$ cat config.mk
export PLATFORM = sky130hd
export DESIGN_NAME = core_seq_ctrl
export DESIGN_NICKNAME = d
export VERILOG_FILES = /design/src/rtl/core_seq_pkg.sv /design/src/rtl/seq_timeout_cnt.sv /design/src/rtl/core_seq_ctrl.sv
export SDC_FILE = /design/constraint.sdc
export NUM_CORES = 1
export LEC_CHECK = 0
export CAP_MARGIN = 20
export CORE_UTILIZATION = 28
export CTS_CLUSTER_DIAMETER = 150
export DETAILED_ROUTE_END_ITERATION = 6
export GPL_ROUTABILITY_DRIVEN = 0
export PLACE_DENSITY = 0.62
export SYNTH_ARGS = -nofsm -noshare
export SYNTH_HDL_FRONTEND = slang
export SYNTH_SLANG_ARGS = --single-unit
$ cat constraint.sdc
create_clock -name clk_i -period 2.72 [get_ports clk_i]
set_input_delay 0.272 -clock clk_i [delete_from_list [all_inputs] [get_ports clk_i]]
set_output_delay 0.272 -clock clk_i [all_outputs]
set_load 0.1 [all_outputs]
$ cat src/rtl/core_seq_pkg.sv
// Shared encodings for the rv32i multi-cycle sequencer: state codes,
// trap cause codes and default timing parameters.
package core_seq_pkg;

  typedef enum logic [2:0] {
    S_FETCH  = 3'd0,
    S_DECODE = 3'd1,
    S_EXEC   = 3'd2,
    S_MEM    = 3'd3,
    S_WRBK   = 3'd4,
    S_TRAP   = 3'd5,
    S_HALT   = 3'd6
  } state_e;

  localparam logic [1:0] CAUSE_NONE    = 2'd0;
  localparam logic [1:0] CAUSE_ILLEGAL = 2'd1;
  localparam logic [1:0] CAUSE_DMEM_TO = 2'd2;
  localparam logic [1:0] CAUSE_IMEM_TO = 2'd3;

  localparam int DEF_MEM_TIMEOUT = 16;
  localparam int DEF_CNT_W       = 5;

endpackage

$ cat src/rtl/seq_timeout_cnt.sv
// Wait-cycle counter shared by the FETCH and MEM handshakes; flags expiry
// once MEM_TIMEOUT-1 cycles have elapsed without a clear.
module seq_timeout_cnt #(
  parameter int MEM_TIMEOUT = 16,
  parameter int CNT_W       = 5
) (
  input  logic clk_i,
  input  logic rst_i,
  input  logic clr,
  input  logic en,
  output logic expired
);

  logic [CNT_W-1:0] cnt_q, cnt_d;

  always_comb begin
    cnt_d = cnt_q;
    if (clr) begin
      cnt_d = '0;
    end else if (en) begin
      cnt_d = cnt_q + CNT_W'(1);
    end
  end

  always_ff @(posedge clk_i or negedge rst_i) begin
    if (!rst_i) begin
      cnt_q <= '0;
    end else begin
      cnt_q <= cnt_d;
    end
  end

  assign expired = (cnt_q == CNT_W'(MEM_TIMEOUT - 1));

endmodule

$ cat src/rtl/core_seq_ctrl.sv
// Multi-cycle sequencer for the rv32i core: stage strobes, imem/dmem
// handshakes, trap detection, halt handling and retired-instruction count.
module core_seq_ctrl
  import core_seq_pkg::*;
#(
  parameter int MEM_TIMEOUT = DEF_MEM_TIMEOUT,
  parameter int CNT_W       = DEF_CNT_W
) (
  input  logic        clk_i,
  input  logic        rst_i,
  input  logic        halt_i,
  input  logic        imem_ack_i,
  input  logic        dec_mem_op_i,
  input  logic        dec_illegal_i,
  input  logic        exec_done_i,
  input  logic        dmem_ack_i,
  output logic        imem_req_o,
  output logic        dmem_req_o,
  output logic        state_fetch_o,
  output logic        state_dec_o,
  output logic        state_exec_o,
  output logic        state_mem_o,
  output logic        state_wrbk_o,
  output logic        trap_o,
  output logic [1:0]  trap_cause_o,
  output logic        halted_o,
  output logic [31:0] instret_o
);

  state_e      state_q, state_d;
  logic        mem_op_q, mem_op_d;
  logic [1:0]  cause_q, cause_d;
  logic [31:0] instret_q, instret_d;
  logic        to_expired;
  logic        to_clr;
  logic        to_en;

  always_comb begin
    state_d   = state_q;
    mem_op_d  = mem_op_q;
    cause_d   = cause_q;
    instret_d = instret_q;
    unique case (state_q)
      S_FETCH: begin
        // An ack arriving in the expiry cycle still completes the fetch.
        if (imem_ack_i) begin
          state_d = S_DECODE;
        end else if (to_expired) begin
          state_d = S_TRAP;
          cause_d = CAUSE_IMEM_TO;
        end
      end
      S_DECODE: begin
        mem_op_d = dec_mem_op_i;
        if (dec_illegal_i) begin
          state_d = S_TRAP;
          cause_d = CAUSE_ILLEGAL;
        end else begin
          state_d = S_EXEC;
        end
      end
      S_EXEC: begin
        if (exec_done_i) begin
          state_d = mem_op_q ? S_MEM : S_WRBK;
        end
      end
      S_MEM: begin
        if (dmem_ack_i) begin
          state_d = S_WRBK;
        end else if (to_expired) begin
          state_d = S_TRAP;
          cause_d = CAUSE_DMEM_TO;
        end
      end
      S_WRBK: begin
        instret_d = instret_q + 32'd1;
        state_d   = halt_i ? S_HALT : S_FETCH;
      end
      S_TRAP: begin
        state_d = halt_i ? S_HALT : S_FETCH;
      end
      S_HALT: begin
        if (!halt_i) begin
          state_d = S_FETCH;
        end
      end
      default: begin
        state_d = S_FETCH;
      end
    endcase
  end

  assign to_clr = (state_d != state_q);
  assign to_en  = (state_q == S_FETCH) || (state_q == S_MEM);

  seq_timeout_cnt #(
    .MEM_TIMEOUT (MEM_TIMEOUT),
    .CNT_W       (CNT_W)
  ) u_timeout (
    .clk_i   (clk_i),
    .rst_i   (rst_i),
    .clr     (to_clr),
    .en      (to_en),
    .expired (to_expired)
  );

  always_ff @(posedge clk_i or negedge rst_i) begin
    if (!rst_i) begin
      state_q   <= S_FETCH;
      mem_op_q  <= 1'b0;
      cause_q   <= CAUSE_NONE;
      instret_q <= 32'd0;
    end else begin
      state_q   <= state_d;
      mem_op_q  <= mem_op_d;
      cause_q   <= cause_d;
      instret_q <= instret_d;
    end
  end

  // Every output decodes from registers only, so acks never reach outputs combinationally.
  assign state_fetch_o = (state_q == S_FETCH);
  assign state_dec_o   = (state_q == S_DECODE);
  assign state_exec_o  = (state_q == S_EXEC);
  assign state_mem_o   = (state_q == S_MEM);
  assign state_wrbk_o  = (state_q == S_WRBK);
  assign imem_req_o    = (state_q == S_FETCH);
  assign dmem_req_o    = (state_q == S_MEM);
  assign trap_o        = (state_q == S_TRAP);
  assign halted_o      = (state_q == S_HALT);
  assign trap_cause_o  = cause_q;
  assign instret_o     = instret_q;

endmodule
After elaboration in Yosys (flattened, before gate mapping)
Cells that the tools add are included.
W data, S select, Z words.

word-level totals
  word-level logic and storage cells = 43
  output and inout bits = 43
  register bits after elaboration = 43

cells by class
  reductions and logical operators = 6
  equality and inequality tests = 13
  add/sub/neg operators = 2
  mux-type cells = 17

operators by type and width
  cell                     count
  $add A32 B1 Y32 const B  1
  $mux W3                  8
  $pmux W3 S6              1
  $mux W2                  5
  $mux W5                  2
  $eq A3 B3 Y1 const B     3
  $eq A3 B2 Y1 const B     2
  $ne A2 B2 Y1 const B     3
  $pmux W2 S3              1
  $reduce_and A6 Y1        1
  $add A5 B1 Y5 const B    1
  $eq A5 B4 Y1 const B     1
  $ne A2 B1 Y1 const B     2
  $eq A3 B1 Y1 const B     1
  $logic_not A3 Y1         1
  $ne A3 B3 Y1             1
  $reduce_bool A3 Y1       1
  $reduce_bool A2 Y1       1
  $reduce_or A2 Y1         1
  $logic_or A1 B1 Y1       1

Logic depth before layout (Yosys ltp)
  depth after elaboration = 6
  gate-level depth with buffers = 8
  gate-level depth less buffers = 8

By module
Synthesis repeated with hierarchy kept, for this count alone.

second synthesis, totals
  cells, all modules = 224
  area total of the unflattened synthesis = 2250.9 um^2

modules (own cells, without submodules)
  module           area an instance (um^2)  instances  seq. area each (um^2)  cells each
  core_seq_ctrl    1980.6                   1          950.9                  201
  seq_timeout_cnt  270.3                    1          125.1                  23

Worst setup path after synthesis
OpenSTA, ideal clock, no wires.

  path type = flip-flop to output port
  start = reg state_q[0]
  end = out state_fetch_o
  stages on the path, launching flop included = 5
  setup slack = -0.938 ns
  path buffers = 3
  arrival = 3.386 ns
  cells stage by stage = dfrtp_1 buf_4 clkbuf_1 nor3_1 buf_4

on the way
  longest elaborated chain between the ends = 1

RTL lines
  what                    line                  source
  from (decl)             core_seq_ctrl.sv:30   state_e state_q, state_d;
  from (signal assigned)  core_seq_ctrl.sv:114  state_q <= state_d;
  $logic_not A3 Y1        --
  to (decl)               core_seq_ctrl.sv:19   output logic state_fetch_o,

No other way between the ends.

Worst setup path after layout
  start = reg u_timeout.cnt_q[0]
  end = reg u_timeout.cnt_q[4]

on the way
  longest elaborated chain between the ends = 6

RTL lines
  what                                                  line                                      source
  from (decl)                                           seq_timeout_cnt.sv:14                     logic [CNT_W-1:0] cnt_q, cnt_d;
  from (signal assigned)                                seq_timeout_cnt.sv:29                     cnt_q <= cnt_d;
  $eq A5 B4 Y1                                          seq_timeout_cnt.sv:33                     assign expired = (cnt_q == CNT_W'(MEM_TIMEOUT - 1));
  $mux W3                                               core_seq_ctrl.sv:48, core_seq_ctrl.sv:70
  $mux W3, on equally long branches                     core_seq_ctrl.sv:68, core_seq_ctrl.sv:46
  $pmux W3 S6                                           core_seq_ctrl.sv:43                       unique case (state_q)
  $ne A3 B3 Y1                                          core_seq_ctrl.sv:93                       assign to_clr = (state_d != state_q);
  $mux W5 / $reduce_bool A2 Y1 (equally long branches)  --

Parallel ways exist; a longest one is shown, timed or not. The select of a mux whose other input is x is not followed.
A chain may end at the register's enable or synchronous reset.

==> out/qor.yml <==
grt:
  grt_overflow: 0
  grt_max_degree: 44
  grt_pass1_vias: 1530
  grt_usage: 0.1136
  grt_pass1_wl_um: 6886
  antenna_found_initial: 0
run_status:
  outcome: "complete, no violations"
clock_tree:
  ctsHoldBuffers: 0
  cts.clk_slew.worst_paths_ns: 0.08
  numClockSinks: 43
  cts_tree: "built"
  cts_root_buffer: "clkbuf_8"
  cts_resized: 0
  clk_latency_ns: 0.29
  post-cts-setup-buffers: 0
  ctsLongestPathBuffers: 2
  htreeDepth: 2
  cts_buffers: 5
drt:
  initialDrtViolationCount: 62
  drc: 0
  vias: 1646
  firstDrtPassIters: 4
  vias_per_cell: 4.560
  routed_wl_um: 4298
  wl_per_cell_um: 11.91
  ant_nets: 0
yosys:
  yosysMostFrequentCell: "dfrtp_1"
  synth.distinct_cells: 39
  ys_ff_latch: 43
  synth_top_family_by_area: "simple AND/OR/NAND/NOR gates"
  async_flop_share: 1.000
  synth-simple-area-share: 0.2212
  syn-num-nets: 220
  synth_compound_area_frac: 0.06305
  ys_warn_count: 0
  synth_area_leaders: "dfrtp_1, xnor2_1, nand2_1"
  ys_seq_area_frac: 0.5020
  synth_top_area_frac: 0.5020
  synth_xor_xnor_area_share: 0.1389
  syn_area_per_cell_um2: 10.26
  syn-cell-area_mm2: 0.002143
  synth_fa_ha_area_frac: 0.01751
  synth_commonest_cells: "dfrtp_1, xnor2_1, nand2_1"
  yosys.area.top_type: "dfrtp_1"
  synth_edf_count: 0
  synthFlopType: "dfrtp_1"
  synthCells: 209
  synth_mux_area_frac: 0.02510
timing:
  finalHoldViolCount: 0
  worst_pin_slew_ns: 0.9235
  tns_ns: 0
  fin_crit_sh: 0.9099
  slew_viol_final: 0
  slew_headroom: 0.3843
  finClkSkew_ns: 0.004944
  rsz0062_at_grt: "no"
  period_minus_slack_ns: 2.475
  max_freq_mhz: 404.1
  setup_viol: 0
finish:
  regArea_mm2: 0.001076
  instances_no_fill: 361
  fin_util: 0.3721
  area_growth_pct: 27.26
  n_fill_cell: 742
  final_net_count: 272
  multiInputGateArea_mm2: 0.001013
  drive_gt1_frac: 0.2443
  antennaDiodeCount: 0
pwr:
  leakage_nw: 1.269
  irDropWorstVdd_uv: 946.7
  power_density_mw_per_mm2: 980.4
  fin_total_pwr_w: 0.002674
die:
  die_x_um: 89.49
  boundaryPins: 51
  row_count: 31
  dieArea_mm2: 0.008008
  core_area_mm2: 0.007331
  start_util: 0.2924
  die_y_um: 89.49
placement:
  dpl.hpwl_um: 3137
  dp.cells: 353
  io_buffers: 50
critical_path:
  crit_fanout: 6
  rr_startpoint: "u_timeout.cnt_q[0]$_DFFE_PN0P_"
  critPathLaunchType: "register"
  path_cells: "ha_1 > and3_1 > ha_1 > mux2_2 > a211o_1 > o21ai_0 > o2111ai_1 > a211oi_1"
  slowest_delay_ns: 0.41
  arrival_ns: 2.67
  cp-startpoint: "u_timeout.cnt_q[0]$_DFFE_PN0P_"
  endpoint_kind: "register"
  crit_required_ns: 2.92
  cpMostUsedCell: "ha_1"
  slowest_stage: "dfrtp_1"
  criticalPathCategory: "register to register"
job:
  maxCapViolations: 0
worst_hold_path:
  hold_class: "input port to async pin"
[worst paths after layout]
| path | cells after the start | to | slack [ns] |
|---|---|---|---|
| worst max register to register | 8 | u_timeout.cnt_q[4]$_DFFE_PN0P_ | 0.25 |
| worst min register to register | 1 | instret_o[31]$_DFFE_PN0P_ | 0.47 |
| worst min-delay path | 1 | instret_o[31]$_DFFE_PN0P_ | 0.12 |
| worst max-delay path | 8 | u_timeout.cnt_q[4]$_DFFE_PN0P_ | 0.25 |
| min in group clk_i | 1 | instret_o[31]$_DFFE_PN0P_ | 0.47 |
| max in group asynchronous | 1 | instret_o[6]$_DFFE_PN0P_ | 2.03 |
[layout make-up]
class / count / share of cell area
Sequential cell: 43 / 0.3945
Multi-Input combinational cell: 151 / 0.3716
Timing Repair Buffer: 52 / 0.1477
Tap cell: 99 / 0.04541
Clock buffer: 7 / 0.02798
Inverter: 8 / 0.01101
Clock inverter: 1 / 0.001835
[metrics by stage]
| stage | worst slack, ns | instance area (um^2) | hold slack [ns] |
|---|---|---|---|
| after floorplan | 0.01876 | 2158 | -0.02359 |
| after global placement | 0.3952 | 2646 | 0.4628 |
| after detailed placement | 0.2693 | 2646 | 0.4681 |
| after CTS | 0.2749 | 2728 | 0.1582 |
| after global routing | 0.06465 | 2728 | 0.1914 |
| final | 0.2452 | 2728 | 0.1196 |
[cell families (layout without fill, tap and decap cells)]
kind of cell / count (synthesis) / count (layout)
and+or+nand+nor: 88 / 88
DFF: 43 / 43
xor gates and xnor gates: 34 / 34
AOI/OAI and AO/OA: 21 / 21
buffers and inverters: 15 / 68
muxes: 5 / 5
adders and majority gates: 3 / 3
[routing by layer]
layer | GRT usage | vias up | part of all wire
met2 | 0.1700 | 42 | 0.43
met4 | 0.04762 | 0 | 0.015
met5 | 0 | - | 0
li1 | - | 825 | -
met3 | 0.03139 | 9 | 0.051
met1 | 0.1543 | 770 | 0.50
[registers in the layout, summed over array words and instances (netlist names)]
name             flops
state_q              3
trap_cause_o         2
mem_op_q             1
instret_o           32
u_timeout.cnt_q      5
[placed cells by master, fill, tap and decap left out, drive strengths merged, types with 8 or more instances in the layout]
cell type	count
nand2	20
nand4	12
buf	46
nor2	19
dfrtp	43
xor2	8
xnor2	26
and3	8
nand3	11
inv	8
[critical path, delay by kind of cell, from the launching register on]
kind	cells	cell delay [ns]
and+or+nand+nor	1	0.19
DFF	1	0.41
adders and majority gates	2	0.48
AOI/OAI and AO/OA	4	1.03
muxes	1	0.29
[power by group]
part           switching, W  total, W  internal, W
combinational       0.00110   0.00145     0.000353
clock              0.000204  0.000384     0.000180
sequential         0.000106  0.000837     0.000730
Note: power is estimated with default switching activity, not from simulation.
